==> src/rtl/ours_vld_rdy_rr_disp_if.sv <==
// Valid/ready bundle for the round-robin dispatcher: one upstream channel in,
// N_OUTPUT one-hot downstream channels out sharing a single data bus.
interface ours_vld_rdy_rr_disp_if #(
    parameter int N_OUTPUT   = 2,
    parameter int DATA_WIDTH = 32
);
    logic                  in_vld;
    logic                  in_rdy;
    logic [DATA_WIDTH-1:0] in_data;
    logic [N_OUTPUT-1:0]   out_vld;
    logic [N_OUTPUT-1:0]   out_rdy;
    logic [DATA_WIDTH-1:0] out_data;

    // Driver side: upstream producer plus downstream consumers
    modport master (
        output in_vld, in_data, out_rdy,
        input  in_rdy, out_vld, out_data
    );

    // Dispatcher side
    modport slave (
        input  in_vld, in_data, out_rdy,
        output in_rdy, out_vld, out_data
    );
endinterface

==> src/rtl/ours_vld_rdy_rr_disp.sv <==
// One-deep registered dispatcher: each accepted beat is steered to the next
// ready downstream channel in round-robin order after the last one used.
module ours_vld_rdy_rr_disp #(
    parameter int N_OUTPUT       = 2,
    parameter int DATA_WIDTH     = 32,
    parameter int BACKEND_DOMAIN = 0
) (
    input  logic                    clk,
    input  logic                    rstn,
    ours_vld_rdy_rr_disp_if.slave   bus
);
    // BACKEND_DOMAIN is a pass-through tag only; the zero product keeps it referenced
    localparam int IDX_W = ((N_OUTPUT > 1) ? $clog2(N_OUTPUT) : 1) + 0 * BACKEND_DOMAIN;
    localparam logic [IDX_W-1:0] LAST_IDX = IDX_W'(N_OUTPUT - 1);

    typedef enum logic {EMPTY = 1'b0, FULL = 1'b1} state_t;

    state_t                state_reg;
    logic [DATA_WIDTH-1:0] data_reg;
    logic [N_OUTPUT-1:0]   tgt_reg;
    logic [IDX_W-1:0]      last_id_reg;

    logic [IDX_W-1:0]      sel;
    logic [IDX_W-1:0]      cand;
    logic                  found;
    logic [N_OUTPUT-1:0]   sel_onehot;
    logic                  hs;
    logic                  accept;

    assign bus.out_vld  = (state_reg == FULL) ? tgt_reg : '0;
    assign bus.out_data = data_reg;
    assign hs           = |(bus.out_vld & bus.out_rdy);
    // Gated by rstn so in_rdy is low throughout reset even though state is EMPTY
    assign bus.in_rdy   = rstn & ((state_reg == EMPTY) | hs);
    assign accept       = bus.in_vld & bus.in_rdy;

    // Search last_id+1, last_id+2, ... with exact modulo wrap; default is last_id+1
    always_comb begin
        sel   = (last_id_reg == LAST_IDX) ? '0 : last_id_reg + 1'b1;
        found = 1'b0;
        cand  = '0;
        for (int k = 1; k <= N_OUTPUT; k++) begin
            cand = IDX_W'((int'(last_id_reg) + k) % N_OUTPUT);
            if (!found && bus.out_rdy[cand]) begin
                sel   = cand;
                found = 1'b1;
            end
        end
    end

    for (genvar gi = 0; gi < N_OUTPUT; gi++) begin : g_onehot
        assign sel_onehot[gi] = (sel == IDX_W'(gi));
    end

    always_ff @(posedge clk or negedge rstn) begin
        if (!rstn) begin
            state_reg   <= EMPTY;
            data_reg    <= '0;
            tgt_reg     <= '0;
            last_id_reg <= LAST_IDX;
        end else if (accept) begin
            // Covers both EMPTY capture and back-to-back capture on a handshake
            state_reg   <= FULL;
            data_reg    <= bus.in_data;
            tgt_reg     <= sel_onehot;
            last_id_reg <= sel;
        end else if (hs) begin
            state_reg   <= EMPTY;
        end
    end
endmodule

==> src/flat_wrapper.sv <==
// flat-port wrapper written by rule: the top's interface ports become plain ports
module ours_vld_rdy_rr_disp_flat 
#(
    parameter int N_OUTPUT       = 2,
    parameter int DATA_WIDTH     = 32,
    parameter int BACKEND_DOMAIN = 0
)
  (clk, rstn, bus_in_vld, bus_in_data, bus_out_rdy, bus_in_rdy, bus_out_vld, bus_out_data);
  ours_vld_rdy_rr_disp_if #(.N_OUTPUT(N_OUTPUT), .DATA_WIDTH(DATA_WIDTH)) bus_i ();
  input  logic clk;
  input  logic rstn;
  input wire logic [$bits(bus_i.in_vld)-1:0] bus_in_vld;
  input wire logic [$bits(bus_i.in_data)-1:0] bus_in_data;
  input wire logic [$bits(bus_i.out_rdy)-1:0] bus_out_rdy;
  output wire logic [$bits(bus_i.in_rdy)-1:0] bus_in_rdy;
  output wire logic [$bits(bus_i.out_vld)-1:0] bus_out_vld;
  output wire logic [$bits(bus_i.out_data)-1:0] bus_out_data;
  assign bus_i.in_vld = bus_in_vld;
  assign bus_i.in_data = bus_in_data;
  assign bus_i.out_rdy = bus_out_rdy;
  assign bus_in_rdy = bus_i.in_rdy;
  assign bus_out_vld = bus_i.out_vld;
  assign bus_out_data = bus_i.out_data;
  ours_vld_rdy_rr_disp #(.N_OUTPUT(N_OUTPUT), .DATA_WIDTH(DATA_WIDTH), .BACKEND_DOMAIN(BACKEND_DOMAIN)) u_core (.clk(clk), .rstn(rstn), .bus(bus_i));
endmodule
==> config.mk <==
export PLATFORM = sky130hd
export DESIGN_NAME = ours_vld_rdy_rr_disp_flat
export DESIGN_NICKNAME = d
export VERILOG_FILES = /design/src/rtl/ours_vld_rdy_rr_disp_if.sv /design/src/rtl/ours_vld_rdy_rr_disp.sv /design/src/flat_wrapper.sv
export SDC_FILE = /design/constraint.sdc
export NUM_CORES = 1
export LEC_CHECK = 0
export ABC_AREA = 1
export ABC_CLOCK_PERIOD_IN_PS = 1200
export BUFFER_PORTS_ARGS = -buffer_cell sky130_fd_sc_hd__buf_4
export CORE_MARGIN = 2
export CORE_UTILIZATION = 45
export DETAILED_ROUTE_END_ITERATION = 8
export PLACE_DENSITY = 0.85
export SLEW_MARGIN = 5
export SYNTH_ARGS = -nofsm -noshare
export SYNTH_HDL_FRONTEND = slang
export SYNTH_SLANG_ARGS = --single-unit
==> constraint.sdc <==
create_clock -name clk -period 1.2 [get_ports clk]
set_input_delay 0.12 -clock clk [delete_from_list [all_inputs] [get_ports clk]]
set_output_delay 0.12 -clock clk [all_outputs]
set_load 0.02 [all_outputs]
# --- After elaboration in Yosys (flattened, before gate mapping) ---
# Cells that the tools add are included.
# Widths: inputs -> output; s select.
op_classes:
  n_addsub: 3
  order_cmp: 2
  muxes: 11
  n_bitwise: 6
  reduce_logical: 4
op_table:
  columns: ["op", "n"]
  rows:
  - ["$mux 1", 10]
  - ["$lt 1x2->1 const B", 2]
  - ["$add 1x1->1 const B", 3]
  - ["$and 1x1->1", 2]
  - ["$and 2x2->2", 1]
  - ["$mux 2", 1]
  - ["$not 1->1", 2]
  - ["$reduce_bool 2->1", 1]
  - ["$reduce_or 2->1", 1]
  - ["$logic_and 1x1->1", 1]
  - ["$logic_not 1->1", 1]
  - ["$or 1x1->1", 1]
totals:
  reg_bits: 36
  input_bits: 37
  out_inout_bits: 35

# --- Longest topological paths before layout ---
depth:
  depth_word: 8
  depth_mapped: 7
  mapped_depth_nobuf: 6

# --- Worst setup path before layout ---
# No wires, ideal clock.
synth_path:
  path_kind: "reg-to-reg"
  startpoint: "register u_core.tgt_reg[1]"
  endpoint: "register u_core.data_reg[5], in the netlist u_core.bus.out_data[5]"
  setup_ns: 0.121
  arrival_ns: 0.979
  required_time_ns: 1.079
  path_slack_ns: 0.100
  stages_incl_launch_ff: 8
  path_buffers: 2
  cell_sequence: "dfrtp_1 -> nand2_1 -> nand3_2 -> nand3_2 -> buf_6 -> buf_6 -> nand2_1 -> o21ai_1"
synth_via:
  elab_chain_len: 6
synth_rtl:
  columns: ["item", "line", "text"]
  rows:
  - ["from (decl)", "ours_vld_rdy_rr_disp.sv:20", "logic [N_OUTPUT-1:0] tgt_reg;"]
  - ["from (signal assigned)", "ours_vld_rdy_rr_disp.sv:65", "tgt_reg <= sel_onehot;"]
  - ["$mux 2", "ours_vld_rdy_rr_disp.sv:30", "assign bus.out_vld = (state_reg == FULL) ? tgt_reg : '0;"]
  - ["$and 2x2->2", "ours_vld_rdy_rr_disp.sv:32", "assign hs = |(bus.out_vld & bus.out_rdy);"]
  - ["$reduce_or 2->1", "ours_vld_rdy_rr_disp.sv:32", null]
  - ["$or 1x1->1", "ours_vld_rdy_rr_disp.sv:34", "assign bus.in_rdy = rstn & ((state_reg == EMPTY) | hs);"]
  - ["$and 1x1->1", "ours_vld_rdy_rr_disp.sv:34", null]
  - ["$and 1x1->1", "ours_vld_rdy_rr_disp.sv:35", "assign accept = bus.in_vld & bus.in_rdy;"]
  - ["to (signal assigned)", "ours_vld_rdy_rr_disp.sv:64", "data_reg <= bus.in_data;"]
  - ["to (decl)", "ours_vld_rdy_rr_disp.sv:19", "logic [DATA_WIDTH-1:0] data_reg;"]
# No other way between the ends.
# A chain may end at the register's enable or synchronous reset.

# --- Worst setup path after layout ---
layout_path:
  startpoint: "register u_core.tgt_reg[1]"
  endpoint: "output bus_in_rdy"
layout_via:
  elab_chain_len: 5
layout_rtl:
  columns: ["item", "line", "text"]
  rows:
  - ["$mux 2", "ours_vld_rdy_rr_disp.sv:30", null]
  - ["$and 2x2->2", "ours_vld_rdy_rr_disp.sv:32", null]
  - ["$reduce_or 2->1", "ours_vld_rdy_rr_disp.sv:32", null]
  - ["$or 1x1->1", "ours_vld_rdy_rr_disp.sv:34", null]
  - ["$and 1x1->1", "ours_vld_rdy_rr_disp.sv:34", null]
  - ["to (decl)", "flat_wrapper.sv:15", "output wire logic [$bits(bus_i.in_rdy)-1:0] bus_in_rdy;"]
# No other way between the ends.

==> metrics.log <==
INFO  metric run_status = finished, violations left
INFO  metric failed_checks = setup timing
INFO  metric yosysWarningCount = 0
INFO  metric detailed_routing_iterations_pass_1 = 4
INFO  metric rsz_0062_raised_after_global_routing = yes
INFO  metric area_contributors_post_synth = sky130_fd_sc_hd__dfrtp_1 59%, sky130_fd_sc_hd__nand2_1 12%, sky130_fd_sc_hd__inv_1 9.6%, sky130_fd_sc_hd__o21ai_0 7.8%, sky130_fd_sc_hd__o21ai_2 3.6%
INFO  metric ctsHtreeMaxLevel = 2
INFO  metric area_delta_synth_final = 50.9%
INFO  metric dieHeight = 61.4 um
INFO  metric timing_max_transition_violations_final = 0
INFO  metric post_synthesis_compound_gate_area_fraction = 0.127
INFO  metric worst-r2r-cell-count = 6
INFO  metric post-route-period-util = 1.05
INFO  metric synth_top_cell_by_area = sky130_fd_sc_hd__dfrtp_1
INFO  metric hpwl = 2280 um
INFO  metric power.ir.vdd_worst = 1.28 mV
INFO  metric post_drt_via_cell_ratio = 4.53
INFO  metric cellPowerDensity = 2400 nW/um2
INFO  metric achievable-frequency = 0.794 GHz
INFO  metric dpl.cell_count = 275
INFO  metric final-hold-violation-count = 0
INFO  metric worst-setup-path-type = reg2out
INFO  metric finalWirelength = 3310 um
INFO  metric grt_start_max_net_pins = 39
INFO  metric antenna_cells = 0
INFO  metric worst_setup_path_end_kind = primary output
INFO  metric rr_endpoint = u_core.bus.out_data[8]
INFO  metric io-pin-count = 72
INFO  metric worst-slew-pin-transition = 0.363 ns
INFO  metric grt_pass1_vias = 1243
INFO  metric clk_buf_depth = 2
INFO  metric crit_path_start_kind = register
INFO  metric adder_cell_fraction_of_synth_area = 0
INFO  metric number_of_flops_mapped_to_enable_cells_by_yosys = 0
INFO  metric startpoint = u_core.tgt_reg[1]
INFO  metric final_count_of_negative_setup_slack_endpoints = 39
INFO  metric die-width = 61.4 um
INFO  metric global_route.usage.total = 0.187
INFO  metric critical_path.endpoint = bus_in_rdy
INFO  metric setup_slack = -0.0600 ns
INFO  metric synth_sequential_area_ratio = 0.609
INFO  metric drive_gt1_frac = 0.388
INFO  metric yosysMostFrequentCell = sky130_fd_sc_hd__nand2_1
INFO  metric first_pass_grt_wire_length = 5050 um
INFO  metric antenna_left = 0
INFO  metric post_synth_mux_area_share = 0
INFO  metric synth_area_per_cell = 9.03 um2
INFO  metric timing.slew.headroom = 0.758
INFO  metric initial_antenna_violation_count = 0
INFO  metric iter_0_drt_violations = 35
INFO  metric cp_max_fo = 2
INFO  metric synth_top_flop_cell = sky130_fd_sc_hd__dfrtp_1
INFO  metric total_leakage_power = 1.29 nW
INFO  metric design.die.area = 3760 um2
INFO  metric post_drt_wl_per_cell = 11.5 um
INFO  metric synthesis.nets = 201
INFO  metric rr_startpoint = u_core.tgt_reg[1]
INFO  metric tritoncts = done
INFO  metric hold_path.class = in2reg
INFO  metric post-route-min-period = 1.26 ns
INFO  metric drv_cap = 0
INFO  metric placementRows = 20
INFO  metric combinational_family_with_the_most_area_after_synthesis = simple AND/OR/NAND/NOR gates
INFO  metric worstPathRequired = 1.08 ns
INFO  metric synth-simple-area-share = 0.137
INFO  metric final_cells = 289
INFO  metric share_of_flip_flops_with_an_asynchronous_set_or_reset = 1.00
INFO  metric worst_hold_slack = 0.0260 ns
INFO  metric clk_pin_slew = 0.10 ns
INFO  metric placeableCoreArea = 3100 um2
INFO  metric synth.top_cells.by_count = 47 x sky130_fd_sc_hd__nand2_1, 38 x sky130_fd_sc_hd__inv_1, 35 x sky130_fd_sc_hd__dfrtp_1, 23 x sky130_fd_sc_hd__o21ai_0, 6 x sky130_fd_sc_hd__o21ai_2
INFO  metric ff2ff_setup_slack = -0.06 ns
INFO  metric syn-cell-area = 1480 um2
INFO  metric via_count = 1309
INFO  metric ys_ff_latch = 36
INFO  metric fin_total_pwr = 5.36 mW
INFO  metric netlist_instances = 164
INFO  metric post_synth_num_cell_types = 12
INFO  metric cp_data_arrival_time = 1.14 ns
INFO  metric design.final.nets = 281
INFO  metric synth_xor_area_frac = 0
INFO  metric globalRouteOverflowTotal = 0
INFO  metric io_buffers = 71
INFO  metric initial_utilization = 0.477
INFO  metric largest_register_ffs = 32
INFO  metric clk-insertion-delay-late = 0.32 ns
INFO  metric clkSinkCount = 36
INFO  metric detail_route.drc_violations = 0
INFO  metric clock_skew = 0.00644 ns
INFO  metric place.gp.congestion = 0.808
INFO  metric cts_inserted_buffers = 5
INFO  metric cts_root_buf = sky130_fd_sc_hd__clkbuf_4
INFO  metric synthDominantCellAreaShare = 0.592
[worst max-delay path, cell delays in order, from the launching register on]
cell and delay (ns):
sky130_fd_sc_hd__dfrtp_1 0.39, sky130_fd_sc_hd__nand2_1 0.09, sky130_fd_sc_hd__nand3_2 0.09, sky130_fd_sc_hd__nand2_1 0.07, sky130_fd_sc_hd__inv_1 0.05, sky130_fd_sc_hd__buf_6 0.12
[timing repair]
item | in CTS | in global routing
gates resized for setup | 3 | 14
setup endpoints to repair | 1 | 39
hold buffers | 1 | 0
hold endpoints to repair | 35 | 0
pin swaps | 2 | 0
cloned | 0 | 2
buffers inserted | 3 | 0
[routing by layer]
metal	routed length [um]	up-vias	track usage
li1	-	646	-
met1	1280	606	0.203
met2	1770	48	0.343
met3	194	9	0.0441
met4	66	0	0.0851
met5	0	-	0
[kinds of logic (layout without fill, tap and decap cells)]
kind of cell           after synthesis  count (layout)
AO/OA/AOI/OAI                       33              33
AND/OR/NAND/NOR                     50              50
flip-flops                          36              36
buffers and inverters               45             126
[area by class of cell]
class	count	area (um2)
fill	262	870
tap	44	55.1
inverter	38	143
timing repair buffer	80	674
multi-input combinational	83	400
sequential	36	902
clock buffer	8	58.8
[through the flow]
stage,util,cell area [um2],worst slack [ns],setup TNS (ns)
2_1_floorplan,-,1480,0.100,0
5_1_grt,0.720,2230,-0.122,-3.51
6_report,0.720,2230,-0.0600,-1.16
4_1_cts,0.700,2170,-0.0565,-0.733
3_3_place_gp,0.667,2070,0.0969,0
3_5_place_dp,0.667,2070,0.0311,0
[where the power goes]
part / internal (mW) / switching (mW) / total [mW]
logic: 1.20 / 1.42 / 2.62
registers: 1.78 / 0.325 / 2.10
clock network: 0.289 / 0.350 / 0.640
total: 3.26 / 2.10 / 5.36
[how the worst min path moves through the flow]
stage,cells after the start,slack [ns],start,to
2_1_floorplan,0,-0.18,rstn,u_core.bus.out_data[0]
3_3_place_gp,1,-0.04,rstn,u_core.state_reg
3_5_place_dp,1,-0.05,rstn,u_core.bus.out_data[25]
4_1_cts,3,0.03,bus_in_data[13],u_core.bus.out_data[13]
5_1_grt,3,0.005,bus_in_data[20],u_core.bus.out_data[20]
6_report,3,0.03,bus_in_data[22],u_core.bus.out_data[22]
[layout by cell type (no fill, tap or decap)]
cell / instances
sky130_fd_sc_hd__buf_4: 72
sky130_fd_sc_hd__nand2_1: 46
sky130_fd_sc_hd__inv_1: 38
sky130_fd_sc_hd__dfrtp_1: 35
sky130_fd_sc_hd__o21ai_1: 16
sky130_fd_sc_hd__o21ai_0: 11
sky130_fd_sc_hd__o21ai_2: 6
sky130_fd_sc_hd__clkbuf_4: 5
sky130_fd_sc_hd__buf_6: 3
sky130_fd_sc_hd__clkbuf_1: 2
sky130_fd_sc_hd__clkbuf_16: 2
sky130_fd_sc_hd__buf_12: 2
sky130_fd_sc_hd__nand2_2: 1
sky130_fd_sc_hd__nand3_2: 1
sky130_fd_sc_hd__nand3_4: 1
sky130_fd_sc_hd__nand4_1: 1
sky130_fd_sc_hd__clkbuf_8: 1
sky130_fd_sc_hd__dlygate4sd3_1: 1
sky130_fd_sc_hd__dfstp_2: 1
Power figures use the tool's default switching activity.
